File: config.mk
export PLATFORM = sky130hd
export DESIGN_NAME = register_writeback_unit
export DESIGN_NICKNAME = d
export VERILOG_FILES = /design/src/rtl/register_writeback_unit.sv
export SDC_FILE = /design/constraint.sdc
export NUM_CORES = 1
export LEC_CHECK = 0
export CORE_MARGIN = 2
export CORE_UTILIZATION = 50
export CTS_CLUSTER_DIAMETER = 40
export DETAILED_ROUTE_END_ITERATION = 10
export GPL_ROUTABILITY_DRIVEN = 0
export PLACE_DENSITY = 0.76
export REMOVE_ABC_BUFFERS = 1
export SYNTH_ARGS = -nofsm -noshare
export SYNTH_HDL_FRONTEND = slang
export SYNTH_SLANG_ARGS = --single-unit
File: constraint.sdc
create_clock -name clk -period 3.3 [get_ports clk]
set_input_delay 0.66 -clock clk [delete_from_list [all_inputs] [get_ports clk]]
set_output_delay 0.66 -clock clk [all_outputs]
set_load 0.02 [all_outputs]
File: src/rtl/register_writeback_unit.sv
`default_nettype none
// ============================================================================
// Module      : register_writeback_unit
// Description : Register-file write-port arbiter. Single-cycle ex results take
//               priority; multi-cycle results are buffered in a small FIFO and
//               drained when the port is free. A 32-bit pending scoreboard
//               tracks multi-cycle destinations still in flight so decode can
//               stall on RAW hazards.
// Revision    : 1.0 - initial release
// ============================================================================
module register_writeback_unit #(
    parameter int XLEN  = 64,
    parameter int DEPTH = 4
) (
    input  logic                     clk,
    input  logic                     reset,
    input  logic                     ex_valid,
    input  logic [4:0]               ex_rd,
    input  logic [XLEN-1:0]          ex_data,
    input  logic                     mc_valid,
    output logic                     mc_ready,
    input  logic [4:0]               mc_rd,
    input  logic [XLEN-1:0]          mc_data,
    input  logic                     issue_valid,
    input  logic [4:0]               issue_rd,
    input  logic [4:0]               chk_rs1,
    input  logic [4:0]               chk_rs2,
    output logic                     hazard,
    output logic                     RegWrite,
    output logic [4:0]               rd,
    output logic [XLEN-1:0]          Write_Data,
    output logic [31:0]              pending,
    output logic [$clog2(DEPTH):0]   count
);

    localparam int              PW      = $clog2(DEPTH);
    localparam int              CW      = PW + 1;
    localparam logic [CW-1:0]   C_DEPTH = CW'(DEPTH);

    // FIFO storage and bookkeeping
    logic [4:0]       r_mem_rd   [DEPTH];
    logic [XLEN-1:0]  r_mem_data [DEPTH];
    logic [PW-1:0]    r_wptr;
    logic [PW-1:0]    r_rptr;
    logic [CW-1:0]    r_count;

    // Scoreboard and write-port output register
    logic [31:0]      r_pending;
    logic             r_we;
    logic [4:0]       r_rd;
    logic [XLEN-1:0]  r_wdata;

    logic             w_ex_win;
    logic             w_pop;
    logic             w_push;
    logic             w_ready;
    logic [4:0]       w_head_rd;
    logic [XLEN-1:0]  w_head_data;
    logic [31:0]      w_set;
    logic [31:0]      w_clr;
    logic [31:0]      w_pend_nxt;

    // ex to x0 is dropped and must not steal the port from the FIFO
    assign w_ex_win    = ex_valid && (ex_rd != 5'd0);
    assign w_pop       = !w_ex_win && (r_count != '0);
    // No pop-through credit: a full FIFO refuses even while it is draining
    assign w_ready     = reset && (r_count < C_DEPTH);
    // A handshake to x0 completes but is discarded
    assign w_push      = mc_valid && w_ready && (mc_rd != 5'd0);
    assign w_head_rd   = r_mem_rd[r_rptr];
    assign w_head_data = r_mem_data[r_rptr];

    // Scoreboard next state: pop clears the head destination, issue sets; set wins
    always_comb begin
        w_set = '0;
        w_clr = '0;
        if (issue_valid && (issue_rd != 5'd0)) begin
            w_set[issue_rd] = 1'b1;
        end
        if (w_pop) begin
            w_clr[w_head_rd] = 1'b1;
        end
        w_pend_nxt = ((r_pending & ~w_clr) | w_set) & ~32'd1;
    end

    // FIFO payload storage; contents are only meaningful behind the pointers
    always_ff @(posedge clk) begin
        if (w_push) begin
            r_mem_rd[r_wptr]   <= mc_rd;
            r_mem_data[r_wptr] <= mc_data;
        end
    end

    // FIFO pointers and occupancy; pointers wrap naturally modulo DEPTH
    always_ff @(posedge clk or negedge reset) begin
        if (!reset) begin
            r_wptr  <= '0;
            r_rptr  <= '0;
            r_count <= '0;
        end else begin
            if (w_push) begin
                r_wptr <= r_wptr + 1'b1;
            end
            if (w_pop) begin
                r_rptr <= r_rptr + 1'b1;
            end
            case ({w_push, w_pop})
                2'b10:   r_count <= r_count + 1'b1;
                2'b01:   r_count <= r_count - 1'b1;
                default: r_count <= r_count;
            endcase
        end
    end

    // Pending-destination scoreboard register
    always_ff @(posedge clk or negedge reset) begin
        if (!reset) begin
            r_pending <= '0;
        end else begin
            r_pending <= w_pend_nxt;
        end
    end

    // Write-port register: address/data hold when no write is granted
    always_ff @(posedge clk or negedge reset) begin
        if (!reset) begin
            r_we    <= 1'b0;
            r_rd    <= '0;
            r_wdata <= '0;
        end else if (w_ex_win) begin
            r_we    <= 1'b1;
            r_rd    <= ex_rd;
            r_wdata <= ex_data;
        end else if (w_pop) begin
            r_we    <= 1'b1;
            r_rd    <= w_head_rd;
            r_wdata <= w_head_data;
        end else begin
            r_we    <= 1'b0;
        end
    end

    assign mc_ready   = w_ready;
    assign hazard     = r_pending[chk_rs1] | r_pending[chk_rs2];
    assign RegWrite   = r_we;
    assign rd         = r_rd;
    assign Write_Data = r_wdata;
    assign pending    = r_pending;
    assign count      = r_count;

endmodule
`default_nettype wire

== Word level (Yosys, flattened, before mapping) ==
Memory sizes are Yosys's and may differ from the RTL's.
Index checks and enable logic that the tools add are counted.

* Register bits after elaboration: 108
* Output and inout port bits: 107
* Bits in writable memories: 276
* Memories kept: 2

* Eq/ne operators: 2
* Reduce and logical (&&, ||, !) cells: 15
* Bitwise gates (word level): 4
* $lt $le $gt $ge: 7
* Muxes and demuxes: 19
* $add $sub $neg: 4

{| class="wikitable"
|+ Memories
! memory !! depth !! bits a word !! rd ports !! clocked after Yosys merged registers in !! wr ports !! line !! RTL
|-
| r_mem_data || 4 || 64 || 1 || 0 || 1 || 42 || <nowiki>logic [XLEN-1:0] r_mem_data [DEPTH];</nowiki>
|-
| r_mem_rd || 4 || 5 || 1 || 0 || 1 || 41 || <nowiki>logic [4:0] r_mem_rd [DEPTH];</nowiki>
|}

{| class="wikitable"
|+ Operators with widths
! operator !! count
|-
| two-way mux 64 bit || 2
|-
| two-way mux 32 bit || 2
|-
| AND 32 bit || 1
|-
| inverter 32 bit || 1
|-
| OR 32 bit || 1
|-
| < comparator 5 x 6 -> 1 bit, second input constant || 4
|-
| nonzero test 5 bit || 3
|-
| binary-select mux 1 bit (select 5 bit) || 2
|-
| demux 1 bit (select 5 bit) || 2
|-
| >= comparator 5 x 1 -> 1 bit, second input constant || 2
|-
| two-way mux 5 bit || 2
|-
| logical AND 1 bit || 8
|-
| two-way mux 1 bit || 8
|-
| case mux 3 bit (2 select lines) || 1
|-
| adder 2 x 1 -> 2 bit, second input constant || 2
|-
| nonzero test 2 bit || 2
|-
| adder 3 x 1 -> 3 bit, second input constant || 1
|-
| < comparator 3 bit, second input constant || 1
|-
| nonzero test 3 bit || 1
|-
| subtractor 3 x 1 -> 3 bit, second input constant || 1
|-
| == test 2 x 1 -> 1 bit, second input constant || 1
|-
| == test 2 bit, second input constant || 1
|-
| logical NOT 1 bit || 1
|-
| OR 1 bit || 1
|}

== Depth between registers and ports, before layout ==
An unclocked memory read counts as a cell.

* Depth in word-level cells: 9
* Depth in mapped cells: 10
* Mapped depth without buffers: 10

== Worst setup path after synthesis ==
Ideal clock, no wire load.

* Path kind: input port to flip-flop
* Start point: in reset
* End point: mem r_mem_data[0][0], enable pin
* Data required time: 2.865 ns
* Data arrival time: 3.151 ns
* Cell stages on the path: 4
* Path buffers: 0
* Path slack: -0.286 ns
* Path through: nor2b_1 > nand2_1 > a21oi_1 > and2_1

* Cells in the longest elaborated chain, start to end: 5

{| class="wikitable"
|+ RTL lines
! what !! line !! RTL
|-
| from (decl) || 16 || <nowiki>input logic reset,</nowiki>
|-
| logical AND 1 bit || 67 || <nowiki>assign w_ready = reset && (r_count < C_DEPTH);</nowiki>
|-
| logical AND 1 bit (2 in a row) || 69 || <nowiki>assign w_push = mc_valid && w_ready && (mc_rd != 5'd0);</nowiki>
|-
| two-way mux 1 bit || 88 || <nowiki>if (w_push) begin</nowiki>
|-
| two-way mux 1 bit (not written as such) || 90 || <nowiki>r_mem_data[r_wptr] <= mc_data;</nowiki>
|-
| to (decl) || 42 ||
|}

No other way between the ends.

== Worst setup path in the final report ==
* Start point: in chk_rs2[0]
* End point: out hazard

* Cells in the longest elaborated chain, start to end: 3

{| class="wikitable"
|+ RTL lines
! what !! line !! RTL
|-
| from (decl) || 27 || <nowiki>input logic [4:0] chk_rs2,</nowiki>
|-
| binary-select mux 1 bit (select 5 bit) || 144 || <nowiki>assign hazard = r_pending[chk_rs1] | r_pending[chk_rs2];</nowiki>
|-
| two-way mux 1 bit (not written as such) || 144 ||
|-
| OR 1 bit || 144 ||
|-
| to (decl) || 28 || <nowiki>output logic hazard,</nowiki>
|}

No other way between the ends. The select of a mux whose other input is x is not followed.

==> results.toml <==
[outcome]
outcome = "completed"

[die]
start_util = 0.505
ios = 265
die_w_microns = 180
dieArea_sq_um = 32300
core_sq_um = 30500
rows = 64
die_y_microns = 180

[run]
cap_violations = 0

[synth]
ys_seq_elements = 384
synthSimpleGateAreaFrac = 0.0835
muxShareOfSynthArea = 0.129
synth-seq-area-share = 0.713
synthAdderAreaFrac = 0.00536
synth-edff-count = 276
async_reset_ff_frac = 0.281
synthXorXnorAreaFrac = 0.00341
syn_inst = 998
synth_flop_cell = "edfxtp_1"
synth_cell_types = 39
yosysWarnings = 0
synth_top_family_by_area = "multiplexers"
synth_compound_area_frac = 0.0454
syn-cell-area_sq_um = 15400
synth.avg_cell_area_sq_um = 15.4

[route]
drt_wl_total_microns = 36100
ant_nets = 0
first_pass_iters = 5
via_per_inst = 5.63
drc = 0
wire_per_inst_microns = 20.9
via_count = 9710
drtIter0Drc = 705

[final_layout]
layout-drive-gt1-share = 0.158
design_area_sq_um = 20200
fin_cells = 1724
area_growth_pct = 31.1
fillCellCount = 2145
nNetsFinal = 1453

[critical_path]
cp.arrival_ns = 2.52
worstPathCellList = "clkdlybuf4s50_1 -> buf_4 -> mux4_2 -> mux2_2 -> a31oi_1 -> o211ai_1 -> buf_2"
path_class = "input pin to primary output"
r2r-end = "pending[25]$_DFF_PN0_"
endpoint_kind = "primary output"
slowest_delay_ns = 0.50
critPathLaunch = "chk_rs2[0]"
path_delay_family = "buffers and inverters"
critPathLaunchType = "input pin"
worst_r2r_path_depth = 6
cp_slowest_cell = "mux4_2"
crit_fanout = 9
critPathBufInv = 3
crit_cells = 7
ff2ff_setup_slack_ns = 1.02
crit_end = "hazard"
r2r_start = "r_rptr[0]$_DFFE_PN0P_"
cp.required_ns = 2.64

[timing]
setup_violations = 0
rsz0062_at_grt = "no"
finClkSkew_ns = 0.0166
period_share = 0.963
final-hold-violation-count = 0
worst_slew_margin_rel = 0.461
maxClockFrequency_ghz = 0.315
tightest_slew_ns = 0.809
setup_tns_ns = 0
hold_ws_ns = 0.292
slew_violations = 0
setup_slack_ns = 0.124
period_needed_ns = 3.18

[clocking]
cts.path.max_buffers = 3
cts_max_level = 2
cts_tree = "built"
cts-root-buf = "clkbuf_16"
cts_hold_buf = 0
cts.sinks = 384
clkTransAtPathRegs_ns = 0.05
clock_latency_ns = 0.53
numCtsBuffers = 46

[power_and_ir_drop]
pwr-share-clk = 0.287
power_frac_seq = 0.394
max-vdd-ir-drop_mv = 0.466
p_per_area_nw_per_um2 = 838
p_leak_nw = 7.30
p_comb_frac = 0.319
power.internal_w = 0.0115
p_switching_w = 0.00543
swShare = 0.321

[placed_design]
placed_area_sq_um = 18700
dp_slack_ns = -0.268
numPortBuffers = 263
dp_cells = 1635
hpwl_microns = 23500

[hold_path]
min_path_type = "input pin to async pin"

[global_routing]
grt_overflow_total = 0
antenna_found_initial = 5
grt_pass1_wl_microns = 57500
grt_util_all_layers = 0.226
grt_start_max_net_pins = 109
grt_pass1_vias = 10217
through the flow:
| step | power [W] | util |
|---|---|---|
| after CTS | 0.0171 | 0.662 |
| after global routing | 0.0178 | 0.662 |
| after detailed placement | 0.0122 | 0.613 |
| after global placement | 0.0121 | 0.613 |
| final | 0.0169 | 0.662 |
| after floorplan | 0.00986 | - |
routing by layer:
metal	global-route usage	wire (microns)	vias to the layer above
met5	0	41	-
met4	0.0530	590	6
met3	0.0545	2650	49
met2	0.387	18300	378
met1	0.296	14500	4940
li1	-	-	4337
repair_timing:
action,4_1_cts,5_1_grt
resized for setup,4,1
hold endpoints to repair,0,0
setup buffers,0,2
setup endpoints to repair,1,1
synth_stat cells (all sizes together) (3+ instances only):
cell type / instances / share of area
inv: 9 / 0.0022
nand2b: 4 / 0.0016
nor3: 4 / 0.0013
clkbuf: 19 / 0.0046
o211ai: 5 / 0.0024
mux2i: 12 / 0.0078
xnor2: 3 / 0.0017
ha: 5 / 0.0041
xor2: 3 / 0.0017
edfxtp: 276 / 0.54
a21oi: 7 / 0.0023
nor2b: 5 / 0.0020
a31oi: 65 / 0.026
and2: 6 / 0.0024
nor2: 78 / 0.019
mux2: 4 / 0.0029
nand4: 4 / 0.0020
nand2: 214 / 0.052
dfrtp: 108 / 0.18
mux4: 81 / 0.12
o21ai: 37 / 0.013
buf: 37 / 0.013
final cells by class:
cell class | count | area [sq um] | area share
multi-input cells | 548 | 4140 | 0.205
well taps | 396 | 495 | 0.0245
clock inverters | 28 | 253 | 0.0125
diodes | 2 | 5.00 | 0.000248
repair buffers | 299 | 3040 | 0.150
flip-flops and latches | 384 | 11000 | 0.544
clock buffers | 57 | 1240 | 0.0616
inverters | 10 | 37.5 | 0.00186
worst reg2reg max path, cell delays in order, from the launching register on:
cell and delay (ns):
dfrtp_4 0.49, buf_4 0.42, mux4_2 0.63, nor2b_1 0.17
nand2_1 0.15, o21ai_1 0.22, nand2_1 0.09
worst min-delay path by stage:
stage / end / slack [ns] / depth (start not counted)
floorplan: RegWrite$_DFF_PN0_ / 0.36 / 0
global placement: rd[0]$_DFFE_PN0P_ / 0.52 / 2
detailed placement: rd[0]$_DFFE_PN0P_ / 0.52 / 2
CTS: RegWrite$_DFF_PN0_ / 0.33 / 2
global route: RegWrite$_DFF_PN0_ / 0.34 / 2
finish: Write_Data[62]$_DFFE_PN0P_ / 0.29 / 2
sequential cells by signal, summed over array words and instances (netlist names):
| name | flops |
|---|---|
| r_mem_rd | 20 |
| r_wptr | 2 |
| count | 3 |
| pending | 31 |
| r_mem_data | 256 |
| rd | 5 |
| Write_Data | 64 |
| RegWrite | 1 |
| r_rptr | 2 |
cell usage in the layout (no fill, tap or decap), drive strengths merged, types with 6 or more instances in the layout:
cell type and count:
a21oi 7, a31oi 65, and2 6, buf 38
clkbuf 57, clkdlybuf4s50 261, clkinv 14, dfrtp 108
edfxtp 276, inv 18, mux2i 12, mux4 81
nand2 214, nor2 78, o21ai 37
power groups by stage:
stage	Combinational [W]	Sequential [W]	Clock, W
floorplan	0.00244	0.00742	0
global placement	0.00537	0.00670	0
detailed placement	0.00546	0.00673	0
CTS	0.00550	0.00665	0.00496
global route	0.00584	0.00675	0.00517
finish	0.00541	0.00666	0.00486
cells by family (layout without fill, tap and decap cells):
group | count (synthesis) | count (layout)
DFF | 384 | 384
buffers and inverters | 66 | 394
xor gates and xnor gates | 6 | 6
AOI/OAI and AO/OA | 117 | 117
and+or+nand+nor | 321 | 321
other | 1 | 3
muxes | 97 | 97
adders and majority gates | 6 | 6
Power figures use the tool's default switching activity.
